### config.mk
export PLATFORM = sky130hd
export DESIGN_NAME = i2c_reg_sequencer
export DESIGN_NICKNAME = d
export VERILOG_FILES = /design/src/rtl/i2c_seq_pkg.sv /design/src/rtl/i2c_wb_access.sv /design/src/rtl/i2c_reg_sequencer.sv
export SDC_FILE = /design/constraint.sdc
export NUM_CORES = 1
export LEC_CHECK = 0
export BUFFER_PORTS_ARGS = -buffer_cell sky130_fd_sc_hd__clkbuf_2
export CAP_MARGIN = 20
export CELL_PAD_IN_SITES_DETAIL_PLACEMENT = 1
export CELL_PAD_IN_SITES_GLOBAL_PLACEMENT = 2
export CORE_MARGIN = 4
export CORE_UTILIZATION = 36
export CTS_CLUSTER_SIZE = 28
export DETAILED_ROUTE_END_ITERATION = 7
export GPL_TIMING_DRIVEN = 0
export HOLD_SLACK_MARGIN = 0.12
export PLACE_DENSITY_LB_ADDON = 0.1
export SYNTH_ARGS = -nofsm -noshare
export SYNTH_HDL_FRONTEND = slang
export SYNTH_SLANG_ARGS = --single-unit
### constraint.sdc
create_clock -name wb_clk_i -period 2.9 [get_ports wb_clk_i]
set_input_delay 0.58 -clock wb_clk_i [delete_from_list [all_inputs] [get_ports wb_clk_i]]
set_output_delay 0.58 -clock wb_clk_i [all_outputs]
set_load 0.02 [all_outputs]
### src/rtl/i2c_seq_pkg.sv
// i2c_seq_pkg: register map, command bytes and FSM states shared by the
// I2C register sequencer and its Wishbone access engine.
package i2c_seq_pkg;

   localparam logic [2:0] ADR_PRER_LO = 3'd0;
   localparam logic [2:0] ADR_PRER_HI = 3'd1;
   localparam logic [2:0] ADR_CTR     = 3'd2;
   localparam logic [2:0] ADR_TXR     = 3'd3;
   localparam logic [2:0] ADR_RXR     = 3'd3;
   localparam logic [2:0] ADR_CR      = 3'd4;
   localparam logic [2:0] ADR_SR      = 3'd4;

   localparam logic [7:0] CMD_STA_WR = 8'h91;
   localparam logic [7:0] CMD_WR     = 8'h11;
   localparam logic [7:0] CMD_WR_STO = 8'h51;
   localparam logic [7:0] CMD_RD_STO = 8'h69;
   localparam logic [7:0] CMD_STO    = 8'h41;
   localparam logic [7:0] CTR_EN     = 8'h80;
   localparam logic [7:0] CTR_OFF    = 8'h00;

   localparam int SR_RXACK = 7;
   localparam int SR_BUSY  = 6;
   localparam int SR_TIP   = 1;

   typedef enum logic [3:0] {
      S_INIT,
      S_IDLE,
      S_LOAD_TX,
      S_WR_CR,
      S_GAP,
      S_POLL_TIP,
      S_RD_RX,
      S_ABORT_STO,
      S_STOPWAIT,
      S_RECOVER,
      S_RESP
   } state_t;

   function automatic logic [7:0] step_cmd(input logic [1:0] step,
                                           input logic       rd);
      logic [7:0] c;
      c = CMD_RD_STO;
      case (step)
         2'd0:    c = CMD_STA_WR;
         2'd1:    c = CMD_WR;
         2'd2:    c = rd ? CMD_STA_WR : CMD_WR_STO;
         default: c = CMD_RD_STO;
      endcase
      return c;
   endfunction

   function automatic logic [7:0] step_txr(input logic [1:0] step,
                                           input logic       rd,
                                           input logic [6:0] dev,
                                           input logic [7:0] rg,
                                           input logic [7:0] wdata);
      logic [7:0] t;
      t = 8'h00;
      case (step)
         2'd0:    t = {dev, 1'b0};
         2'd1:    t = rg;
         2'd2:    t = rd ? {dev, 1'b1} : wdata;
         default: t = 8'h00;
      endcase
      return t;
   endfunction

endpackage

### src/rtl/i2c_wb_access.sv
// i2c_wb_access: one Wishbone access at a time; holds cyc/stb until ack
// and leaves the bus idle for at least one cycle before the next access.
module i2c_wb_access (
   input  logic       clk,
   input  logic       rst_n,
   input  logic       start,
   input  logic [2:0] adr,
   input  logic [7:0] dat,
   input  logic       we,
   output logic       done,
   output logic [7:0] rdata,
   output logic       cyc,
   output logic       stb,
   output logic       bus_we,
   output logic [2:0] bus_adr,
   output logic [7:0] bus_wdat,
   input  logic [7:0] bus_rdat,
   input  logic       ack
);

   // The caller captures rdata on the same edge that ends the access.
   assign done  = cyc & ack;
   assign rdata = bus_rdat;

   always_ff @(posedge clk or negedge rst_n) begin
      if (!rst_n) begin
         cyc      <= 1'b0;
         stb      <= 1'b0;
         bus_we   <= 1'b0;
         bus_adr  <= 3'd0;
         bus_wdat <= 8'h00;
      end else if (cyc) begin
         if (ack) begin
            cyc <= 1'b0;
            stb <= 1'b0;
         end
      end else if (start) begin
         cyc      <= 1'b1;
         stb      <= 1'b1;
         bus_we   <= we;
         bus_adr  <= adr;
         bus_wdat <= dat;
      end
   end

endmodule

### src/rtl/i2c_reg_sequencer.sv
// i2c_reg_sequencer: autonomous Wishbone master that runs complete
// single-register I2C writes and reads through an i2c_master_top core.
module i2c_reg_sequencer
   import i2c_seq_pkg::*;
#(
   parameter logic [15:0] PRESCALE = 16'd99,
   parameter logic [15:0] TIMEOUT  = 16'd4095
) (
   input  logic       wb_clk_i,
   input  logic       arst_i,
   input  logic       req_valid_i,
   output logic       req_ready_o,
   input  logic       req_rd_i,
   input  logic [6:0] req_dev_i,
   input  logic [7:0] req_reg_i,
   input  logic [7:0] req_wdata_i,
   output logic       rsp_valid_o,
   output logic [7:0] rsp_rdata_o,
   output logic       rsp_nack_o,
   output logic       rsp_tmo_o,
   output logic       wbm_cyc_o,
   output logic       wbm_stb_o,
   output logic       wbm_we_o,
   output logic [2:0] wbm_adr_o,
   output logic [7:0] wbm_dat_o,
   input  logic [7:0] wbm_dat_i,
   input  logic       wbm_ack_i
);

   state_t      state;
   logic [1:0]  step;
   logic        pend;
   logic        gap;
   logic [15:0] polls;
   logic        rd;
   logic [6:0]  dev;
   logic [7:0]  rg;
   logic [7:0]  wdata;

   logic        has_acc;
   logic        acc_start;
   logic        acc_done;
   logic        acc_we;
   logic [2:0]  acc_adr;
   logic [7:0]  acc_dat;
   logic [7:0]  acc_rdata;
   logic        expired;

   assign has_acc   = !(state inside {S_IDLE, S_GAP, S_RESP});
   assign acc_start = has_acc && !pend;
   assign expired   = (polls == TIMEOUT);

   always_comb begin
      acc_we  = 1'b1;
      acc_adr = ADR_CR;
      acc_dat = 8'h00;
      unique case (state)
         S_INIT: begin
            unique case (step)
               2'd0: begin
                  acc_adr = ADR_PRER_LO;
                  acc_dat = PRESCALE[7:0];
               end
               2'd1: begin
                  acc_adr = ADR_PRER_HI;
                  acc_dat = PRESCALE[15:8];
               end
               default: begin
                  acc_adr = ADR_CTR;
                  acc_dat = CTR_EN;
               end
            endcase
         end
         S_LOAD_TX: begin
            acc_adr = ADR_TXR;
            acc_dat = step_txr(step, rd, dev, rg, wdata);
         end
         S_WR_CR:     acc_dat = step_cmd(step, rd);
         S_ABORT_STO: acc_dat = CMD_STO;
         S_POLL_TIP, S_STOPWAIT: begin
            acc_we  = 1'b0;
            acc_adr = ADR_SR;
         end
         S_RD_RX: begin
            acc_we  = 1'b0;
            acc_adr = ADR_RXR;
         end
         S_RECOVER: begin
            acc_adr = ADR_CTR;
            acc_dat = step[0] ? CTR_EN : CTR_OFF;
         end
         default: ;
      endcase
   end

   i2c_wb_access u_acc (
      .clk      (wb_clk_i),
      .rst_n    (arst_i),
      .start    (acc_start),
      .adr      (acc_adr),
      .dat      (acc_dat),
      .we       (acc_we),
      .done     (acc_done),
      .rdata    (acc_rdata),
      .cyc      (wbm_cyc_o),
      .stb      (wbm_stb_o),
      .bus_we   (wbm_we_o),
      .bus_adr  (wbm_adr_o),
      .bus_wdat (wbm_dat_o),
      .bus_rdat (wbm_dat_i),
      .ack      (wbm_ack_i)
   );

   always_ff @(posedge wb_clk_i or negedge arst_i) begin
      if (!arst_i) begin
         state       <= S_INIT;
         step        <= 2'd0;
         pend        <= 1'b0;
         gap         <= 1'b0;
         polls       <= 16'd0;
         rd          <= 1'b0;
         dev         <= 7'd0;
         rg          <= 8'h00;
         wdata       <= 8'h00;
         req_ready_o <= 1'b0;
         rsp_valid_o <= 1'b0;
         rsp_rdata_o <= 8'h00;
         rsp_nack_o  <= 1'b0;
         rsp_tmo_o   <= 1'b0;
      end else begin
         if (acc_start) pend <= 1'b1;
         if (acc_done)  pend <= 1'b0;
         unique case (state)
            S_INIT: if (acc_done) begin
               if (step == 2'd2) begin
                  step        <= 2'd0;
                  req_ready_o <= 1'b1;
                  state       <= S_IDLE;
               end else begin
                  step <= step + 2'd1;
               end
            end
            S_IDLE: if (req_valid_i && req_ready_o) begin
               rd          <= req_rd_i;
               dev         <= req_dev_i;
               rg          <= req_reg_i;
               wdata       <= req_wdata_i;
               req_ready_o <= 1'b0;
               rsp_nack_o  <= 1'b0;
               rsp_tmo_o   <= 1'b0;
               step        <= 2'd0;
               state       <= S_LOAD_TX;
            end
            S_LOAD_TX: if (acc_done) state <= S_WR_CR;
            S_WR_CR: if (acc_done) begin
               gap   <= 1'b0;
               state <= S_GAP;
            end
            S_GAP: begin
               gap <= 1'b1;
               if (gap) begin
                  polls <= 16'd0;
                  state <= S_POLL_TIP;
               end
            end
            S_POLL_TIP: if (acc_done) begin
               if (acc_rdata[SR_TIP]) begin
                  if (expired) begin
                     step  <= 2'd0;
                     state <= S_RECOVER;
                  end else begin
                     polls <= polls + 16'd1;
                  end
               end else if (step == 2'd3) begin
                  state <= S_RD_RX;
               end else if (step == 2'd2 && !rd) begin
                  rsp_nack_o  <= acc_rdata[SR_RXACK];
                  rsp_valid_o <= 1'b1;
                  state       <= S_RESP;
               end else if (acc_rdata[SR_RXACK]) begin
                  rsp_nack_o <= 1'b1;
                  state      <= S_ABORT_STO;
               end else begin
                  step  <= step + 2'd1;
                  state <= (step == 2'd2) ? S_WR_CR : S_LOAD_TX;
               end
            end
            S_RD_RX: if (acc_done) begin
               rsp_rdata_o <= acc_rdata;
               rsp_valid_o <= 1'b1;
               state       <= S_RESP;
            end
            S_ABORT_STO: if (acc_done) begin
               polls <= 16'd0;
               state <= S_STOPWAIT;
            end
            S_STOPWAIT: if (acc_done) begin
               if (acc_rdata[SR_BUSY]) begin
                  if (expired) begin
                     step  <= 2'd0;
                     state <= S_RECOVER;
                  end else begin
                     polls <= polls + 16'd1;
                  end
               end else begin
                  rsp_valid_o <= 1'b1;
                  state       <= S_RESP;
               end
            end
            // Disable then re-enable the core to drop a stuck transfer.
            S_RECOVER: if (acc_done) begin
               if (step[0]) begin
                  rsp_nack_o  <= 1'b0;
                  rsp_tmo_o   <= 1'b1;
                  rsp_valid_o <= 1'b1;
                  state       <= S_RESP;
               end else begin
                  step <= 2'd1;
               end
            end
            S_RESP: begin
               rsp_valid_o <= 1'b0;
               req_ready_o <= 1'b1;
               state       <= S_IDLE;
            end
            default: state <= S_INIT;
         endcase
      end
   end

endmodule

# After elaboration in Yosys (flattened, before gate mapping)
# Cells that the tools add are included.
[op_classes]
n_eq_ne = 38
add_sub_neg = 2
n_reduce_logical = 33
n_mux = 84
bitwise = 2
[op_table]
columns = ["op", "count"]
rows = [
  ["16-bit 2-to-1 mux", 7],
  ["4-bit 2-to-1 mux", 17],
  ["16-bit one-hot mux with 4 select lines", 1],
  ["8-bit one-hot mux with 3 select lines", 2],
  ["4-bit one-hot mux with 11 select lines", 1],
  ["8-bit one-hot mux with 5 select lines", 1],
  ["2-bit inequality test, second input constant", 19],
  ["1-bit 2-to-1 mux", 29],
  ["2-bit 2-to-1 mux", 13],
  ["8-bit 2-to-1 mux", 3],
  ["10-bit AND reduction", 2],
  ["16-bit by 1-bit adder with 16-bit output, second input constant", 1],
  ["16-bit by 12-bit equality test with 1-bit output, second input constant", 1],
  ["4-bit by 3-bit equality test with 1-bit output, second input constant", 4],
  ["8-bit one-hot mux with 2 select lines", 1],
  ["4-bit equality test, second input constant", 3],
  ["3-bit inequality test, second input constant", 4],
  ["12-bit AND reduction", 1],
  ["11-bit AND reduction", 1],
  ["2-bit one-hot mux with 5 select lines", 1],
  ["2-bit AND reduction", 5],
  ["5-bit nonzero test", 2],
  ["3-bit one-hot mux with 3 select lines", 1],
  ["3-bit nonzero test", 3],
  ["other kinds (24)", 36],
]
[word_totals]
inputBits = 36
register_bits = 74
out_inout_bits = 26
wordCells = 179

# Depth between registers and ports, before layout
# Gate-level depths: netlist of run 1.
[logic_depth]
depth_word = 8
mapped_depth = 9
mapped_depth_nobuf = 7

# Modules after synthesis
# From an unflattened synthesis of run 1, not the netlist that was laid out.
[unflattened]
hier_cells = 415
hier_area_um2 = 4171.5
[by_module_without_submodules]
columns = ["mod", "seq_area_each_um2", "instances", "area_each_um2", "cells_each"]
rows = [
  ["i2c_reg_sequencer", 1501.4, 1, 3525.9, 373],
  ["i2c_wb_access", 350.3, 1, 645.6, 42],
]

# Least setup slack after synthesis of run 1
# OpenSTA, ideal clock, no wires.
[synth_timing]
kind = "input-to-reg"
start = "input port wbm_dat_i[1]"
end = "register polls[14]"
t_required_ps = 2820
setup_ps = 80
n_path_buf = 2
t_arrival_ps = 2130
setup_slack_ps = 691
cell_stages = 7
path_cell_list = "clkbuf_2 -> nor3b_1 -> or3_4 -> a32o_1 -> buf_6 -> or4_1 -> a21oi_1"
[synth_via]
elab_chain_len = 2
[synth_rtl]
columns = ["element", "line_no", "rtl"]
rows = [
  ["start, declared", "i2c_reg_sequencer.sv:26", "input logic [7:0] wbm_dat_i,"],
  ["2-bit inequality test (no line)", "--", ""],
  ["7-bit AND reduction (no line)", "--", ""],
  ["end signal, assigned", "i2c_reg_sequencer.sv:172", "polls <= polls + 16'd1;"],
  ["end signal, assigned", "i2c_reg_sequencer.sv:203", "polls <= polls + 16'd1;"],
  ["end, declared", "i2c_reg_sequencer.sv:34", "logic [15:0] polls;"],
]
# No other way between the ends.
# A chain may end at the register's enable or synchronous reset.

# Worst setup path after layout of run 1
[layout_timing]
start = "register step[0]"
end = "register u_acc.bus_wdat[6]"
[layout_via]
elab_chain_len = 3
word_cells_on_any_way = 7
cone_classes = "eq/ne: 2; mux: 4; reduce/logical: 1"
[layout_rtl]
columns = ["element", "line_no", "rtl"]
rows = [
  ["start, declared", "i2c_reg_sequencer.sv:31", "logic [1:0] step;"],
  ["start signal, assigned", "i2c_reg_sequencer.sv:140", "step <= step + 2'd1;"],
  ["start signal, assigned", "i2c_reg_sequencer.sv:184", "step <= step + 2'd1;"],
  ["2-bit equality test, or another cell as far along", "i2c_seq_pkg.sv:43, i2c_seq_pkg.sv:59", ""],
  ["8-bit one-hot mux with 3 select lines, or another cell as far along", "i2c_seq_pkg.sv:43", "case (step)"],
  ["8-bit one-hot mux with 5 select lines *", "i2c_reg_sequencer.sv:57", "unique case (state)"],
  ["end signal, assigned", "i2c_wb_access.sv:42", "bus_wdat <= dat;"],
  ["end, declared", "i2c_wb_access.sv:16", "output logic [7:0] bus_wdat,"],
]
# Mark *: on every way between the ends. The rest lies on a longest branch, timed or not.

==> results of run 1 <==
## placed cells by master, fill, tap and decap left out, types with 14 or more instances in the layout
master,Yosys,final
o21ai_0,21,21
o31ai_1,15,15
nand2_1,36,36
a21oi_1,30,30
clkbuf_2,2,61
nand3_1,14,14
dfrtp_1,74,74
mux2_2,39,39
clkbuf_1,21,22
nor2_1,22,22
## cell families (layout without fill, tap and decap cells)
| kind of cell | after synthesis | in the layout | share of synthesized area |
|---|---|---|---|
| AOI/OAI and AO/OA | 126 | 126 | 0.200 |
| xor gates and xnor gates | 1 | 1 | 0.00200 |
| adders and majority gates | 8 | 8 | 0.0229 |
| buffers and inverters | 46 | 123 | 0.0483 |
| DFF | 74 | 74 | 0.423 |
| muxes | 49 | 49 | 0.124 |
| and+or+nand+nor | 140 | 140 | 0.179 |
## cell usage after synthesis, drive strengths merged, types with 7 or more instances
| cell | number |
|---|---|
| inv | 13 |
| nand2 | 36 |
| nor2b | 8 |
| mux2 | 40 |
| mux2i | 9 |
| or4 | 8 |
| nand3 | 14 |
| nor4 | 8 |
| clkbuf | 23 |
| dfrtp | 74 |
| nand2b | 14 |
| a21oi | 30 |
| o31ai | 15 |
| nor2 | 23 |
| buf | 10 |
| a222oi | 7 |
| ha | 8 |
| o21ai | 21 |
## area by class of cell
class | instances | area [um2] | area share
inverters | 13 | 48.8 | 0.00939
multi-input cells | 324 | 2310 | 0.445
repair buffers | 61 | 330 | 0.0636
clock buffers | 11 | 243 | 0.0467
clock inverters | 5 | 62.6 | 0.0120
well taps | 147 | 184 | 0.0354
plain buffers | 33 | 163 | 0.0313
flip-flops and latches | 74 | 1850 | 0.356
## state kept, by name, summed over array words and instances, names as in the netlist
register	count
rsp_rdata_o	8
rg	8
rsp_tmo_o	1
u_acc.bus_adr	3
rd	1
u_acc.stb	1
u_acc.bus_wdat	8
rsp_nack_o	1
gap	1
req_ready_o	1
state	4
polls	16
step	2
wdata	8
pend	1
rsp_valid_o	1
dev	7
u_acc.cyc	1
u_acc.bus_we	1
## where the power goes
group / total (uW) / switching (uW) / internal, uW
Sequential: 1650 / 257 / 1390
Clock: 1180 / 482 / 695
Combinational: 2870 / 1750 / 1120
Total: 5690 / 2490 / 3210
## how the worst min path moves through the flow
stage                                  from                end  cells after the start
after floorplan                      arst_i             dev[0]                      0
final                                arst_i   u_acc.bus_adr[2]                      1
after CTS                            arst_i   u_acc.bus_adr[2]                      1
after global placement    u_acc.bus_wdat[6]  u_acc.bus_wdat[6]                      2
after global routing                 arst_i   u_acc.bus_adr[2]                      1
after detailed placement       u_acc.bus_we       u_acc.bus_we                      2
## metrics by stage
step	utilization	instances	cell area (um2)
3_5_place_dp	0.409	652	4890
3_3_place_gp	0.406	651	4860
4_1_cts	0.434	668	5190
6_report	0.434	668	5190
5_1_grt	0.434	668	5190
2_1_floorplan	-	444	4380
## per-layer routing
metal  vias up  routed length [um]
li1       1811                   -
met1      1932                6680
met2       108                6500
met3        21                 700
met4         0                 328
met5         -                   0
## critical path: cells and delay by family, from the launching register on
kind,cells,cell delay (ns)
AO/OA/AOI/OAI,3,1.00
flip-flops,1,0.62
AND/OR/NAND/NOR,1,0.23
adder cells (fa/ha/maj),1,0.28
buffers and inverters,2,0.50
==> results.cfg, run 1 <==
[global_route]
met2_usage = 0.328
grt_most_used_layer = met2
grt_overflow_total = 0
grt_pass1_vias = 4136
grt_pass1_wl_um = 23200
met3_usage = 0.0373
met1_usage = 0.291
antenna_found_initial = 0
grt_util_all_layers = 0.212
grt_max_degree = 55

[worst_setup_path]
cp-start-kind = flop
cpMaxStageDelayCell = a222oi_1
crit_fanout = 11
slowest_delay_ns = 0.64
crit_chain = inv_1 -> ha_1 -> clkbuf_1 -> nor2b_1 -> a222oi_1 -> o221a_2 -> o21ai_0
timing.rr.end = u_acc.bus_wdat[6]
cp_data_arrival_time_ns = 3.00
cp.required_ns = 3.12
r2r_setup_slack_ns = 0.12
r2r_start = step[0]
cp-startpoint = step[0]
endpoint = u_acc.bus_wdat[6]
crit_type = reg -> reg
critPathCaptureType = flop
reg2reg_depth = 7

[cts]
clk_latency_ns = 0.36
cts_buffers = 9
cts_tree = yes
clock-root-buffer = clkbuf_16
post_cts_resized = 0
htree_levels = 3
postCtsSetupRepairBufs = 0
clkSinkCount = 74
holdBufCountCts = 0
clkTransAtPathRegs_ns = 0.07
cts_max_path_buffers = 2

[synth]
syn_nets = 488
synth.avg_cell_area_um2 = 9.85
synth_edf_count = 0
yosysTopAreaCellShare = 0.423
ys.flop_type = dfrtp_1
synthArstFlopShare = 1.00
syn_inst = 444
yosysTopAreaCell = dfrtp_1
yosys_warnings = 0
synth.area.top_cells = dfrtp_1 (42%), mux2_2 (10%), a21oi_1 (3.4%), nand2_1 (3.1%), o31ai_1 (2.6%)
yosysSeqAreaShare = 0.423
synth_cell_type_count = 68
ys_seq_elements = 74
synth_area_um2 = 4380

[die]
io_pins = 62
dieArea_um2 = 14000
placementRows = 40
fp.dieW_um = 118
die_h_um = 118
start_util = 0.366
fp.coreArea_um2 = 12000

[drt]
num_vias = 3872
firstDrtPassIters = 4
drtIter0Drc = 202
ant_nets = 0
totalWireLength_um = 14200
wl_per_cell_um = 21.3
drc = 0
vias_per_cell = 5.80

[power]
p_per_area_nw_per_um2 = 1100
p_total_uw = 5690
ir_worst_vdd_v = 0.000457
power.leakage_uw = 0.00225

[timing]
fmax_mhz = 360
slew_viol_final = 0
hold_viol_final = 0
min_period_over_period = 0.959
period_needed_ns = 2.78
setup_tns_ns = 0
layout_setup_ws_ns = 0.119
final-setup-viol-count = 0
rsz0062_at_grt = false
hold_ws_ns = 0.155
worst_pin_slew_ns = 0.851
finClkSkew_ns = 0.00970
max-slew-margin-rel = 0.433

[final_layout]
final_nets = 560
fillers = 1389
antenna_cells_inserted = 0
syn_to_final_growth_pct = 18.7
final_layout_size_suffix_gt1_frac = 0.271

[hold_path]
hp-class = in -> async

[place]
numPortBuffers = 60
place_congestion = 0.905
dp_slack_ns = 0.246
dp_hpwl_um = 10500

[outcome]
status = finished clean

[job]
maxCapViolations = 0
Power figures use the tool's default switching activity.
==> run 2: changes to the inputs <==
Settings changed: SYNTH_HIERARCHICAL set to 1.
==> run 2 against run 1 <==
  * Synthesized cell count fell by 6.5%
  * Combinational power decreased by 11%
  * Hold slack better by 0.043 ns
  * Maximum frequency is 6.5% higher
  * Critical endpoint is now u_acc/bus_wdat[5]
  * Clock skew shrank 0.0024 ns
  * Power fell by 6.7%
  * Non-clock buffer count shrank 10
  * Via count is 12% lower
  * Sequential share of layout area is 1.9 points higher
  * Cell count shrank 6.0%
==> results.cfg, run 2 <==
[outcome]
status = finished clean

[timing]
period_needed_ns = 2.61
slew_viol_final = 0
fmax_mhz = 383
max-slew-margin-rel = 0.516
setup_tns_ns = 0
layout_setup_ws_ns = 0.288
min_period_over_period = 0.901
rsz0062_at_grt = false
worst_pin_slew_ns = 0.726
hold_viol_final = 0
final-setup-viol-count = 0
finClkSkew_ns = 0.00727

[power]
ir_worst_vdd_v = 0.000535
power.leakage_uw = 0.00219
p_per_area_nw_per_um2 = 1080
p_total_uw = 5310

[final_layout]
design_area_um2 = 4930
largest_reg_flops = 16
antenna_cells_inserted = 0
final_nets = 523
syn_to_final_growth_pct = 18.3
max_flop_register = polls
layout_commonest_cell = dfrtp_1
layout_common_cells = dfrtp_1 (73), clkbuf_2 (53), nor2_1 (36)
final_layout_size_suffix_gt1_frac = 0.299

[global_route]
grt_util_all_layers = 0.189
grt_pass1_wl_um = 19400
grt_pass1_vias = 3509
grt_overflow_total = 0
antenna_found_initial = 0
grt_max_degree = 47

[worst_setup_path]
crit_chain = inv_1 -> ha_1 -> nor2b_1 -> clkbuf_2 -> a222oi_1 -> nor3_1 -> a21oi_1 -> o21ai_0 -> and2_1 -> mux2_4
cp-startpoint = step[0]
worst-path-buf-inv = 2
cp_top_family = compound AO/OA/AOI/OAI gates
critPathCaptureType = flop
r2r_start = step[0]
cp_data_arrival_time_ns = 2.85
crit_fanout = 10
slowest_delay_ns = 0.48
cpMaxStageDelayCell = dfrtp_2
crit_type = reg -> reg
cp-start-kind = flop
cp.required_ns = 3.14

[cts]
holdBufCountCts = 0
clkSinkCount = 74
htree_levels = 3
cts_max_path_buffers = 2
postCtsSetupRepairBufs = 0
cts_tree = yes
cts_buffers = 9
clkTransAtPathRegs_ns = 0.06
clk_latency_ns = 0.35
clock-root-buffer = clkbuf_16

[synth]
synth_cell_type_count = 59
ys_seq_elements = 74
synth_edf_count = 0
yosysMostFrequentCell = dfrtp_1
ys.flop_type = dfrtp_1
synthTopCellsByCount = dfrtp_1 (74), nor2_1 (36), mux2_2 (34), a21oi_1 (28), nand2_1 (25)
syn_inst = 415
yosysTopAreaCellShare = 0.444
synth.area.top_cells = dfrtp_1 (44%), mux2_2 (9.2%), mux2_4 (3.6%), a21oi_1 (3.4%), nor2_1 (3.2%)
yosysTopAreaCell = dfrtp_1
yosysSeqAreaShare = 0.444
synth.avg_cell_area_um2 = 10.1
syn_nets = 458
yosys_warnings = 6
synth_area_um2 = 4170
synthArstFlopShare = 1.00

[place]
dp_hpwl_um = 8800
place_congestion = 0.885
dp_slack_ns = 0.0528
numPortBuffers = 53
placed_cell_area_um2 = 4650

[die]
start_util = 0.367
fp.coreArea_um2 = 11400
dieArea_um2 = 13400
fp.dieW_um = 116
placementRows = 39
die_h_um = 116
io_pins = 62

[drt]
wl_per_cell_um = 19.2
drc = 0
totalWireLength_um = 12000
drtIter0Drc = 142
ant_nets = 0
firstDrtPassIters = 5
num_vias = 3408
vias_per_cell = 5.43

[job]
maxCapViolations = 0

[hold_path]
hp-class = in -> async
==> run 2: stage by stage <==
step,cells,hold WS [ns],utilization
after CTS,628,0.211,0.434
final,628,0.197,0.434
after detailed placement,612,0.479,0.409
after global routing,628,0.223,0.434
after floorplan,415,0.284,-
after global placement,611,0.463,0.406
==> run 2: worst register-to-register path: cells and delay by family, from the launching register on <==
| family | cells | cell delay [ns] |
|---|---|---|
| fa+ha+maj | 1 | 0.32 |
| buf+inv | 2 | 0.39 |
| simple gates | 3 | 0.45 |
| flops | 1 | 0.48 |
| compound gates | 3 | 0.63 |
| mux | 1 | 0.25 |
==> run 2: cell type report <==
type / count / area, um2
well taps: 143 / 179
plain buffers: 30 / 175
flip-flops and latches: 74 / 1850
fillers: 1313 / 6430
inverters: 7 / 26.3
multi-input cells: 304 / 2120
clock buffers: 10 / 239
clock inverters: 6 / 47.5
repair buffers: 54 / 295
==> run 2: logic make-up (layout without fill, tap and decap cells) <==
kind of cell / after synthesis / in the layout / synth area share
flops: 74 / 74 / 0.444
mux: 44 / 44 / 0.128
xor+xnor: 9 / 9 / 0.0189
fa+ha+maj: 7 / 7 / 0.0210
compound gates: 94 / 94 / 0.150
buf+inv: 37 / 107 / 0.0480
simple gates: 150 / 150 / 0.190
==> run 2: where the power goes <==
part / switching [uW] / internal, uW / total (uW) / leakage [uW]
registers: 269 / 1420 / 1690 / 0.000934
clock network: 473 / 611 / 1080 / 0.000140
logic: 1520 / 1020 / 2540 / 0.00112
==> run 2: final timing paths <==
check                                          to  slack [ns]  depth (start not counted)
worst max-delay path            u_acc/bus_wdat[5]        0.29                         10
min in group wb_clk_i                   u_acc/stb        0.44                          2
worst max register to register  u_acc/bus_wdat[5]        0.29                         10
worst min register to register         rsp_nack_o        0.48                          2
max in group asynchronous                polls[0]        2.12                          2
worst min-delay path                    u_acc/cyc        0.20                          1
==> run 2: timing repair <==
action	4_1_cts	5_1_grt
gates resized for setup	0	3
endpoints found under the hold margin	0	0
setup endpoints to repair	0	2
==> run 2: routing by layer <==
layer / vias to the layer above / GRT usage / part of all wire
met5: - / 0 / 0
met4: 0 / 0.0766 / 0.016
met3: 13 / 0.0376 / 0.041
met2: 71 / 0.277 / 0.45
met1: 1690 / 0.272 / 0.49
li1: 1634 / - / -
==> run 3: changes to the inputs <==
Settings changed: CORE_ASPECT_RATIO set to 0.5, HOLD_SLACK_MARGIN 0.12 to 0.03.
==> run 3 against run 2 <==
  * Non-clock buffer count unchanged
  * Power up 4.6%
  * Sequential power is essentially flat
  * Via count grew 3.0%
  * Core utilization rose by 1.4 points
  * Sequential share of layout area down 0.42 points
  * Critical path depth unchanged
  * Critical endpoint unchanged
  * Largest power group unchanged
==> results.cfg, run 3 (same netlist as run 2, synthesis figures left out) <==
[timing]
rsz0062_at_grt = false
hold_viol_final = 0
worst_pin_slew_ns = 0.727
final-setup-viol-count = 0
finClkSkew_ns = 0.00502
setup_tns_ns = 0
min_period_over_period = 0.915
max-slew-margin-rel = 0.515
slew_viol_final = 0
hold_ws_ns = 0.109
fmax_mhz = 377
period_needed_ns = 2.65

[global_route]
grt_pass1_vias = 3906
grt_overflow_total = 0
grt_util_all_layers = 0.195
antenna_found_initial = 0
grt_pass1_wl_um = 21100
grt_max_degree = 65

[worst_setup_path]
cp_data_arrival_time_ns = 2.87
reg2reg_depth = 10
cp-start-kind = flop
cp.required_ns = 3.12
crit_fanout = 10
critPathCaptureType = flop
crit_type = reg -> reg

[power]
netSwitchingFraction = 0.409
p_sw_uw = 2280
ir_worst_vdd_v = 0.000342
power.leakage_uw = 0.00221
p_comb_frac = 0.461
pwr-share-clk = 0.231
seqPwrFrac = 0.308
internal-power_uw = 3280
p_per_area_nw_per_um2 = 1110

[final_layout]
layout_common_cells = dfrtp_1 (73), clkbuf_2 (53), nor2_1 (36)
max_flop_register = polls
multi_input_area_um2 = 2120
layout_commonest_cell = dfrtp_1
seq_area_um2 = 1850
largest_reg_flops = 16
final_nets = 523
final_layout_size_suffix_gt1_frac = 0.298
fillers = 1270
design_area_um2 = 4990
syn_to_final_growth_pct = 19.6
antenna_cells_inserted = 0

[place]
dp_hpwl_um = 9460
numPortBuffers = 53
place_congestion = 0.908
placed_cell_area_um2 = 4650

[cts]
clkTransAtPathRegs_ns = 0.06
cts_max_path_buffers = 2
cts_tree = yes
holdBufCountCts = 0
postCtsSetupRepairBufs = 0
clk_latency_ns = 0.33
clkSinkCount = 74
clock-root-buffer = clkbuf_16
cts_buffers = 9
htree_levels = 3

[drt]
drc = 0
wl_per_cell_um = 20.0
totalWireLength_um = 12600
firstDrtPassIters = 6
num_vias = 3509
vias_per_cell = 5.58
drtIter0Drc = 151
ant_nets = 0

[die]
placementRows = 27
start_util = 0.374
dieArea_um2 = 13500
fp.coreArea_um2 = 11100
io_pins = 62
die_h_um = 84.1
fp.dieW_um = 160

[outcome]
status = finished clean

[job]
maxCapViolations = 0

[hold_path]
hp-class = in -> async
## run 3: power groups by stage
stage	combinational, uW	clock (uW)	sequential, uW
finish	2560	1280	1710
global route	2820	1370	1770
CTS	2590	1320	1710
detailed placement	2570	0	1730
global placement	2490	0	1700
floorplan	1610	0	1840
## run 3: stage by stage
step	std cells	power, uW	utilization	setup slack, ns
global placement	613	4190	0.414	0.0744
CTS	629	5620	0.447	0.0211
detailed placement	614	4300	0.417	0.0489
global route	629	5960	0.448	0.0941
finish	629	5560	0.448	0.247
floorplan	415	3450	-	0.756
## run 3: final timing paths
kind,endpoint,slack (ns),from
worst max-delay path,u_acc/bus_wdat[5],0.25,step[0]
worst min-delay path,polls[11],0.11,arst_i
worst max register to register,u_acc/bus_wdat[5],0.25,step[0]
worst min register to register,rsp_nack_o,0.49,rsp_nack_o
max in group asynchronous,rd,2.21,arst_i
min in group wb_clk_i,u_acc/stb,0.45,wbm_ack_i
## run 3: what timing repair did
| action | in CTS | in global routing |
|---|---|---|
| endpoints found under the setup margin | 0 | 2 |
| gates resized for setup | 0 | 3 |
| endpoints found under the hold margin | 0 | 0 |
## run 3: per-layer routing
layer  share of wire  track usage  wire [um]  vias to the layer above
met5               0            0          0                        -
met4          0.0071       0.0461         89                        0
li1                -            -          -                     1645
met3           0.042       0.0405        530                        9
met2            0.48        0.326       6100                       67
met1            0.47        0.262       5870                     1788
## run 3: worst max-delay path: stages (launching register included)
cell and delay (ns):
dfrtp_2 0.47, inv_1 0.15, ha_1 0.34, nor2b_1 0.19, clkbuf_2 0.25, a222oi_1 0.38, nor3_1 0.09, a21oi_1 0.13
o21ai_0 0.08, and2_1 0.20, mux2_4 0.25
## run 3: final cells by class
type | count | area share
Buffer | 30 | 0.0351
Multi-Input combinational cell | 304 | 0.425
Sequential cell | 74 | 0.371
Inverter | 7 | 0.00526
Timing Repair Buffer | 54 | 0.0592
Clock inverter | 6 | 0.0231
Clock buffer | 9 | 0.0451
Tap cell | 145 | 0.0363
